**config.mk**
```make
export PLATFORM = sky130hd
export DESIGN_NAME = mfcc_melbank_mac
export DESIGN_NICKNAME = d
export VERILOG_FILES = /design/src/rtl/mfcc_melbank_mac.sv
export SDC_FILE = /design/constraint.sdc
export NUM_CORES = 1
export LEC_CHECK = 0
export ABC_AREA = 0
export BUFFER_PORTS_ARGS = -buffer_cell sky130_fd_sc_hd__buf_2
export CAP_MARGIN = 0
export CELL_PAD_IN_SITES_DETAIL_PLACEMENT = 1
export CELL_PAD_IN_SITES_GLOBAL_PLACEMENT = 2
export CORE_ASPECT_RATIO = 0.7
export CORE_UTILIZATION = 39
export CTS_CLUSTER_SIZE = 14
export DETAILED_ROUTE_END_ITERATION = 7
export HOLD_SLACK_MARGIN = 0.15
export PLACE_DENSITY = 0.83
export SYNTH_ARGS = -nofsm -noshare
export SYNTH_HDL_FRONTEND = slang
export SYNTH_SLANG_ARGS = --single-unit
export TNS_END_PERCENT = 100
```
**constraint.sdc**
```tcl
create_clock -name clk -period 7.2 [get_ports clk]
set_input_delay 1.8 -clock clk [delete_from_list [all_inputs] [get_ports clk]]
set_output_delay 1.8 -clock clk [all_outputs]
set_load 0.03 [all_outputs]
```
**src/rtl/mfcc_melbank_mac.sv**
```systemverilog
// -----------------------------------------------------------------------------
// mfcc_melbank_mac
//
// Consumes one frame of power-spectrum bins and forms a single mel filter
// energy: sum over bins of bin * coef[bin], where the coefficients come from
// an external melbank ROM addressed by the running bin index.
//
// Ports
//   clk        system clock (also clocks the ROM)
//   rst_n      asynchronous active-low reset
//   s_valid    spectrum bin valid
//   s_ready    block can accept a bin (high only in RUN)
//   s_data     spectrum bin value, unsigned
//   rom_addr   ROM address = current bin counter
//   rom_data   ROM read data, unsigned Q0.COEF_WIDTH coefficient
//   out_valid  filter energy valid (high only in DONE)
//   out_ready  downstream accepts the energy
//   out_data   filter energy = (sum >> COEF_WIDTH) reduced to OUT_WIDTH
//   out_sat    energy was clipped (only with saturation enabled)
//
// Handshakes: a transfer happens on a rising clk edge where valid && ready
// are both high. A source holding valid while ready is low must keep its
// data stable; the block never drops valid-with-data once it is raised.
//
// Build option
//   MELBANK_MAC_SAT_EN  defined: clip out_data to all-ones and flag out_sat
//                       when the shifted sum does not fit in OUT_WIDTH.
//                       undefined: keep the low OUT_WIDTH bits, out_sat = 0.
// -----------------------------------------------------------------------------
module mfcc_melbank_mac #(
  parameter int ADDR_WIDTH = 9,
  parameter int COEF_WIDTH = 8,
  parameter int DIN_WIDTH  = 16,
  parameter int NBIN       = 257,
  parameter int ROM_LAT    = 1,
  parameter int OUT_WIDTH  = 24
) (
  input  logic                  clk,
  input  logic                  rst_n,
  input  logic                  s_valid,
  output logic                  s_ready,
  input  logic [DIN_WIDTH-1:0]  s_data,
  output logic [ADDR_WIDTH-1:0] rom_addr,
  input  logic [COEF_WIDTH-1:0] rom_data,
  output logic                  out_valid,
  input  logic                  out_ready,
  output logic [OUT_WIDTH-1:0]  out_data,
  output logic                  out_sat
);

  // Wide enough that NBIN full-scale products can never overflow.
  localparam int ACC_WIDTH  = DIN_WIDTH + COEF_WIDTH + ADDR_WIDTH;
  localparam int PROD_WIDTH = DIN_WIDTH + COEF_WIDTH;
  localparam int SH_WIDTH   = DIN_WIDTH + ADDR_WIDTH;

  typedef enum logic [1:0] {
    RUN   = 2'd0,
    FLUSH = 2'd1,
    DONE  = 2'd2
  } state_t;

  state_t                  state_q, state_d;
  logic [ADDR_WIDTH-1:0]   bin_cnt_q, bin_cnt_d;
  logic [ACC_WIDTH-1:0]    acc_q, acc_d;
  logic                    out_valid_q, out_valid_d;
  logic [OUT_WIDTH-1:0]    out_data_q, out_data_d;
  logic                    out_sat_q, out_sat_d;

  // Bin delay line: matches the ROM read latency so each bin meets the
  // coefficient fetched for its own address. l_q tags the frame's last bin.
  logic [DIN_WIDTH-1:0]    d_q [ROM_LAT];
  logic [ROM_LAT-1:0]      v_q;
  logic [ROM_LAT-1:0]      l_q;

  logic                    accept;
  logic                    last_bin;
  logic                    exit_v;
  logic                    exit_l;
  logic [PROD_WIDTH-1:0]   prod;
  logic [ACC_WIDTH-1:0]    acc_mac;
  logic [SH_WIDTH-1:0]     sh;
  logic [OUT_WIDTH-1:0]    res;
  logic                    res_sat;

  assign s_ready   = (state_q == RUN);
  assign rom_addr  = bin_cnt_q;
  assign out_valid = out_valid_q;
  assign out_data  = out_data_q;
  assign out_sat   = out_sat_q;

  assign accept   = s_valid && s_ready;
  assign last_bin = (bin_cnt_q == ADDR_WIDTH'(NBIN - 1));
  assign exit_v   = v_q[ROM_LAT-1];
  assign exit_l   = l_q[ROM_LAT-1];

  assign prod    = PROD_WIDTH'(d_q[ROM_LAT-1]) * PROD_WIDTH'(rom_data);
  // Sum including this cycle's MAC, so the final result can be captured on
  // the same edge that registers the last product.
  assign acc_mac = acc_q + (exit_v ? ACC_WIDTH'(prod) : '0);
  assign sh      = SH_WIDTH'(acc_mac >> COEF_WIDTH);

`ifdef MELBANK_MAC_SAT_EN
  always_comb begin
    res_sat = 1'b0;
    res     = OUT_WIDTH'(sh);
    if ((SH_WIDTH > OUT_WIDTH) && ((sh >> OUT_WIDTH) != '0)) begin
      res_sat = 1'b1;
      res     = '1;
    end
  end
`else
  assign res     = OUT_WIDTH'(sh);
  assign res_sat = 1'b0;
`endif

  always_comb begin
    state_d     = state_q;
    bin_cnt_d   = bin_cnt_q;
    acc_d       = acc_mac;
    out_valid_d = out_valid_q;
    out_data_d  = out_data_q;
    out_sat_d   = out_sat_q;

    if (accept) begin
      bin_cnt_d = last_bin ? '0 : bin_cnt_q + 1'b1;
    end

    case (state_q)
      RUN: begin
        if (accept && last_bin) state_d = FLUSH;
      end
      FLUSH: begin
        // Last tagged bin leaves the delay line: its MAC lands in acc now.
        if (exit_v && exit_l) begin
          state_d     = DONE;
          out_valid_d = 1'b1;
          out_data_d  = res;
          out_sat_d   = res_sat;
        end
      end
      DONE: begin
        if (out_ready) begin
          state_d     = RUN;
          out_valid_d = 1'b0;
          acc_d       = '0;
        end
      end
      default: begin
        state_d     = RUN;
        out_valid_d = 1'b0;
        acc_d       = '0;
      end
    endcase
  end

  always_ff @(posedge clk or negedge rst_n) begin
    if (!rst_n) begin
      state_q     <= RUN;
      bin_cnt_q   <= '0;
      acc_q       <= '0;
      out_valid_q <= 1'b0;
      out_data_q  <= '0;
      out_sat_q   <= 1'b0;
    end else begin
      state_q     <= state_d;
      bin_cnt_q   <= bin_cnt_d;
      acc_q       <= acc_d;
      out_valid_q <= out_valid_d;
      out_data_q  <= out_data_d;
      out_sat_q   <= out_sat_d;
    end
  end

  always_ff @(posedge clk or negedge rst_n) begin
    if (!rst_n) begin
      for (int i = 0; i < ROM_LAT; i++) d_q[i] <= '0;
      v_q <= '0;
      l_q <= '0;
    end else begin
      d_q[0] <= s_data;
      v_q[0] <= accept;
      l_q[0] <= accept && last_bin;
      for (int i = 1; i < ROM_LAT; i++) begin
        d_q[i] <= d_q[i-1];
        v_q[i] <= v_q[i-1];
        l_q[i] <= l_q[i-1];
      end
    end
  end

endmodule

```
## Word level (Yosys, flattened, before mapping)

Index checks and enable logic that the tools add are counted.

| operators by class | value |
|---|---|
| mux-type cells | 11 |
| bitwise gates (word level) | 1 |
| eq/ne operators | 6 |
| add/subtract/negate cells | 2 |
| reductions and logical operators | 8 |
| multipliers | 1 |

Operator list:

| operator | number |
|---|---|
| case mux 33 bit (2 select lines) | 1 |
| adder 33 x 24 -> 33 bit | 1 |
| 2-to-1 mux 33 bit | 1 |
| multiplier 16 x 8 -> 24 bit | 1 |
| 2-to-1 mux 24 bit | 1 |
| adder 9 x 1 -> 9 bit, second input constant | 1 |
| == test 9 bit, second input constant | 1 |
| 2-to-1 mux 9 bit | 1 |
| 2-to-1 mux 2 bit | 3 |
| case mux 2 bit (3 select lines) | 1 |
| AND reduction 3 bit | 2 |
| inequality test 2 bit, second input constant | 2 |
| logical AND 1 bit | 3 |
| case mux 1 bit (3 select lines) | 1 |
| == test 2 x 1 -> 1 bit, second input constant | 1 |
| == test 2 bit, second input constant | 1 |
| logical NOT 2 bit | 1 |
| 2-to-1 mux 1 bit | 2 |
| inequality test 2 x 1 -> 1 bit, second input constant | 1 |
| AND reduction 2 bit | 1 |
| OR reduction 2 bit | 1 |
| inverter 1 bit | 1 |

| word-level totals | value |
|---|---|
| output and inout bits | 36 |
| flip-flop bits (word level) | 87 |
| input bits | 28 |

## Longest topological paths before layout

| depth | value |
|---|---|
| word-level depth | 5 |
| gate-level depth with buffers | 27 |
| mapped depth without buffers | 25 |

## Least setup slack after synthesis

Ideal clock, no wire load.

| timing path | value |
|---|---|
| path kind | input -> register |
| start | input rom_data[7] |
| end | register out_data_q[21], in the netlist out_data[21] |
| setup slack | -0.437 ns |
| arrival | 7.568 ns |
| data required time | 7.131 ns |
| stages | 25 |
| path through | clkbuf_1 > nand2_1 > fa_1 > fa_1 > inv_1 > fa_1 > inv_1 > fa_1 > inv_1 > ha_1 > o211ai_1 > o211ai_1 > a41oi_1 > nand3b_1 > a21o_1 > and3_1 > o21a_1 > ha_1 > buf_2 > a21oi_2 > o21ai_0 > nor3_1 > a211oi_2 > or4_1 > nand3_1 |

| on the way | value |
|---|---|
| longest elaborated chain between the ends | 3 |

RTL lines:

| element | line | text |
|---|---|---|
| start, declared | 44 | `input logic [COEF_WIDTH-1:0] rom_data,` |
| multiplier 16 x 8 -> 24 bit | 96 | `assign prod = PROD_WIDTH'(d_q[ROM_LAT-1]) * PROD_WIDTH'(rom_data);` |
| 2-to-1 mux 24 bit | 99 | `assign acc_mac = acc_q + (exit_v ? ACC_WIDTH'(prod) : '0);` |
| adder 33 x 24 -> 33 bit | 99 |  |
| end signal, assigned | 169 | `out_data_q <= out_data_d;` |
| end, declared | 66 | `logic [OUT_WIDTH-1:0] out_data_q, out_data_d;` |

Every way passes these cells.
A chain may end at the register's enable or synchronous reset.

## Final worst setup path

| timing path | value |
|---|---|
| start | input rom_data[4] |
| end | register acc_q[29] |

| on the way | value |
|---|---|
| longest elaborated chain between the ends | 5 |

RTL lines:

| element | line | text |
|---|---|---|
| multiplier 16 x 8 -> 24 bit (*) | 96 |  |
| 2-to-1 mux 24 bit (*) | 99 |  |
| adder 33 x 24 -> 33 bit (*) | 99 |  |
| 2-to-1 mux 33 bit | 142 | `if (out_ready) begin` |
| case mux 33 bit (2 select lines) (*) | 128 | `case (state_q)` |
| named net acc_d[29] | 64 | `logic [ACC_WIDTH-1:0] acc_q, acc_d;` |
| end signal, assigned | 160 | `acc_q <= '0;` |
| end signal, assigned | 167 | `acc_q <= acc_d;` |
| end, declared | 64 |  |

The timed path passes the listed nets; every way through them passes the cells marked *.

==> flow_summary.yaml <==
status:
  status: "finished with violations"
  failed_checks: "setup timing"
floorplanning:
  dieWidth_um: 178
  core_sq_um: 21000
  pin_count: 64
  die_h_um: 126
  design.die.area_sq_um: 22400
  start_util_pct: 40.4
  std_cell_rows: 44
yosys:
  synth-compound-area-share_pct: 12.5
  synth_enable_flop_cells: 0
  synth-async-reset-ratio_pct: 100
  synth_cells: 949
  synth-xor-area-share_pct: 4.84
  netlist_area_sq_um: 8500
  synth_nets: 1132
  yosys.area_share.simple_pct: 19.7
  synth_top_family_by_area: "adder cells"
  synth_warnings: 0
  ys_ff_latch: 86
  synth.avg_cell_area_sq_um: 8.96
  synth_adder_area_share_pct: 30.3
  ys_seq_area_share_pct: 25.3
  ys.flop_type: "dfrtp_1"
  synth_mux_area_share_pct: 0.412
  yosysUniqueCellTypes: 61
timing:
  worst_pin_slew_ns: 0.952
  clock.fmax_mhz: 137
  setup_tns_ns: -1.22
  fin_crit_sh_pct: 102
  grt_setup_unrepaired: "true"
  timing.final.ws_setup_ns: -0.121
  clock_skew_ns: 0.0126
  finalSetupViolCount: 20
  relSlewSlack_pct: 36.5
  drv_slew: 0
  fin_crit_ns: 7.32
  hold_viol: 0
clocking:
  cts.reportedPaths.clkPinSlew_ns: 0.06
  numCtsBuffers: 9
  cts_root_buf: "clkbuf_16"
  cts_max_level: 3
  cts_tree: "done"
  worstSkewPairLatency_ns: 0.36
  cts_hold_buf: 0
  cts.sinks: 86
  cts_buffer_depth: 2
layout:
  nNetsFinal: 1307
  mostFrequentLayoutCell: "buf_4"
  layout-drive-gt1-share_pct: 28.8
  final_cell_mix: "buf_4 (125), inv_1 (117), nand2_1 (91)"
  area_delta_synth_final_pct: 29.3
  nFillCells: 2433
  finalNonFillerCells: 1405
  n_antenna_cell: 0
routing:
  wl_per_cell_um: 17.1
  ant_nets: 0
  drt-total-wl_mm: 24.0
  route.vias.total: 7119
  viasPerCell: 5.07
  drt_iter0_drc: 237
  post-route-drc-count: 0
  first_pass_iters: 4
worst_hold_path:
  hold_path_class: "flip-flop to flip-flop"
power:
  seq_power_share_pct: 11.8
  switching_share_pct: 47.0
  netSwitchingPower_w: 0.00281
  clkPwrFrac_pct: 7.4
  ir_worst_vdd_uv: 299
  p_leak_nw: 5.30
  cellPowerDensity_nw_per_um2: 543
  power_w: 0.00597
  p_comb_share_pct: 80.8
  p_int_w: 0.00316
worst_setup_path:
  critPathMaxStageDelay_ns: 0.56
  endpoint_kind: "flip-flop"
  worstSetupPathType: "input pin to flip-flop"
  crit_slowest_cell: "fa_1"
  critPathLaunchType: "input pin"
  crit_family: "adder cells"
  cp_data_arrival_time_ns: 7.52
  required_ns: 7.40
  critPathBufInv: 5
  path_max_fanout: 12
placement:
  portBuffers: 62
  placed_cells: 1376
  dp_hpwl_mm: 18.6
  gp_congestion: 0.860
  pre_cts_ws_ns: -0.652
grt:
  grtUsageMet3_pct: 3.59
  grt_util_met2_pct: 36.0
  use_met1_pct: 34.1
  grt_first_pass_wirelength_mm: 40.2
  grt-busiest-layer: "met2"
  grt_pass1_vias: 7703
  overflow: 0
  antenna_found_initial: 0
  grtUsageTotal_pct: 23.1
  grt_max_degree: 71
run:
  maxCapViolCount: 0
## logic make-up (layout without fill, tap and decap cells)
family,count (synthesis),after routing
simple gates,335,335
compound gates,168,168
fa+ha+maj,155,155
buf+inv,154,334
flops,86,86
xor+xnor,47,47
mux,3,3
other cells,1,1
## what timing repair did
| action | in CTS | in global routing |
|---|---|---|
| setup buffers | 7 | 3 |
| gates cloned | 2 | 1 |
| gates resized for setup | 75 | 50 |
| pin swaps | 42 | 42 |
| setup endpoints to repair | 26 | 34 |
## area by class of cell
class                      instances  area (sq um)  share of cell area, %
clock buffer                      13           240                   2.19
clock inverter                     3          21.3                  0.194
inverter                         126           473                   4.30
multi-input combinational        709          6330                   57.6
sequential                        86          2150                   19.6
tap                              276           345                   3.14
timing repair buffer             192          1430                   13.0
## metrics by stage
step / instance area, sq um / util, % / hold slack [ns]
global placement: 10100 / 48.1 / 0.456
CTS: 10700 / 51.0 / 0.483
floorplan: 8740 / - / 0.495
global route: 11000 / 52.3 / 0.502
detailed placement: 10100 / 48.1 / 0.469
finish: 11000 / 52.3 / 0.476
## synthesized netlist by cell type (5+ instances only)
cell	count	share of area, %
inv_1	126	5.6
nand2_1	103	4.5
and2_1	96	7.1
dfrtp_1	86	25
fa_1	85	20
ha_1	70	10
nor2_1	70	3.1
o21ai_0	48	2.8
a21oi_1	38	2.2
xor2_1	26	2.7
clkbuf_1	21	0.93
xnor2_1	21	2.2
a21o_1	13	1.1
nand4_1	11	0.81
nor3_1	10	0.59
a31oi_1	8	0.59
and3_1	8	0.59
nand3_1	8	0.47
nor2b_1	7	0.52
o21ai_1	7	0.41
a211oi_1	6	0.53
o21a_1	6	0.53
o21bai_1	6	0.53
nand2b_1	5	0.37
o31ai_1	5	0.44
## path summary, 6_finish.rpt
check                                            to  cells past startpoint                     start  slack [ns]
hold reg to reg            out_data[15]$_DFFE_PN0P_                      2  out_data[15]$_DFFE_PN0P_        0.48
max in group asynchronous       acc_q[16]$_DFF_PN0_                      2                     rst_n        4.63
hold / removal             out_data[15]$_DFFE_PN0P_                      2  out_data[15]$_DFFE_PN0P_        0.48
min in group asynchronous          d_q[3]$_DFF_PN0_                      1                     rst_n        1.31
setup / recovery                acc_q[29]$_DFF_PN0_                     26               rom_data[4]       -0.12
setup reg to reg                acc_q[29]$_DFF_PN0_                     26          d_q[5]$_DFF_PN0_        0.85
## worst reg2reg max path, delay by kind of cell (launching register included)
family	cells	cell delay, ns
adders and majority gates	6	2.75
xor gates and xnor gates	1	0.15
DFF	1	0.55
and+or+nand+nor	5	0.85
AOI/OAI and AO/OA	9	1.45
buffers and inverters	5	0.45
## flip-flops by register name, summed over array words and instances (netlist names)
register   cells
acc_q         32
out_data      24
d_q           16
rom_addr       9
state_q        2
exit_l         1
exit_v         1
out_valid      1
## routing by layer
layer	vias to the layer above	wire (um)
met5	-	0
met1	3582	12600
met4	0	158
li1	3438	-
met2	89	10500
met3	10	740
## power by group through the flow
stage,registers [W],logic (W),clock network (W)
after floorplan,0.000697,0.00253,0
after global placement,0.000694,0.00407,0
after detailed placement,0.000699,0.00419,0
after CTS,0.000697,0.00449,0.000461
after global routing,0.000714,0.00534,0.000476
final,0.000702,0.00483,0.000443
No activity file was read; power rests on OpenSTA's default activity.
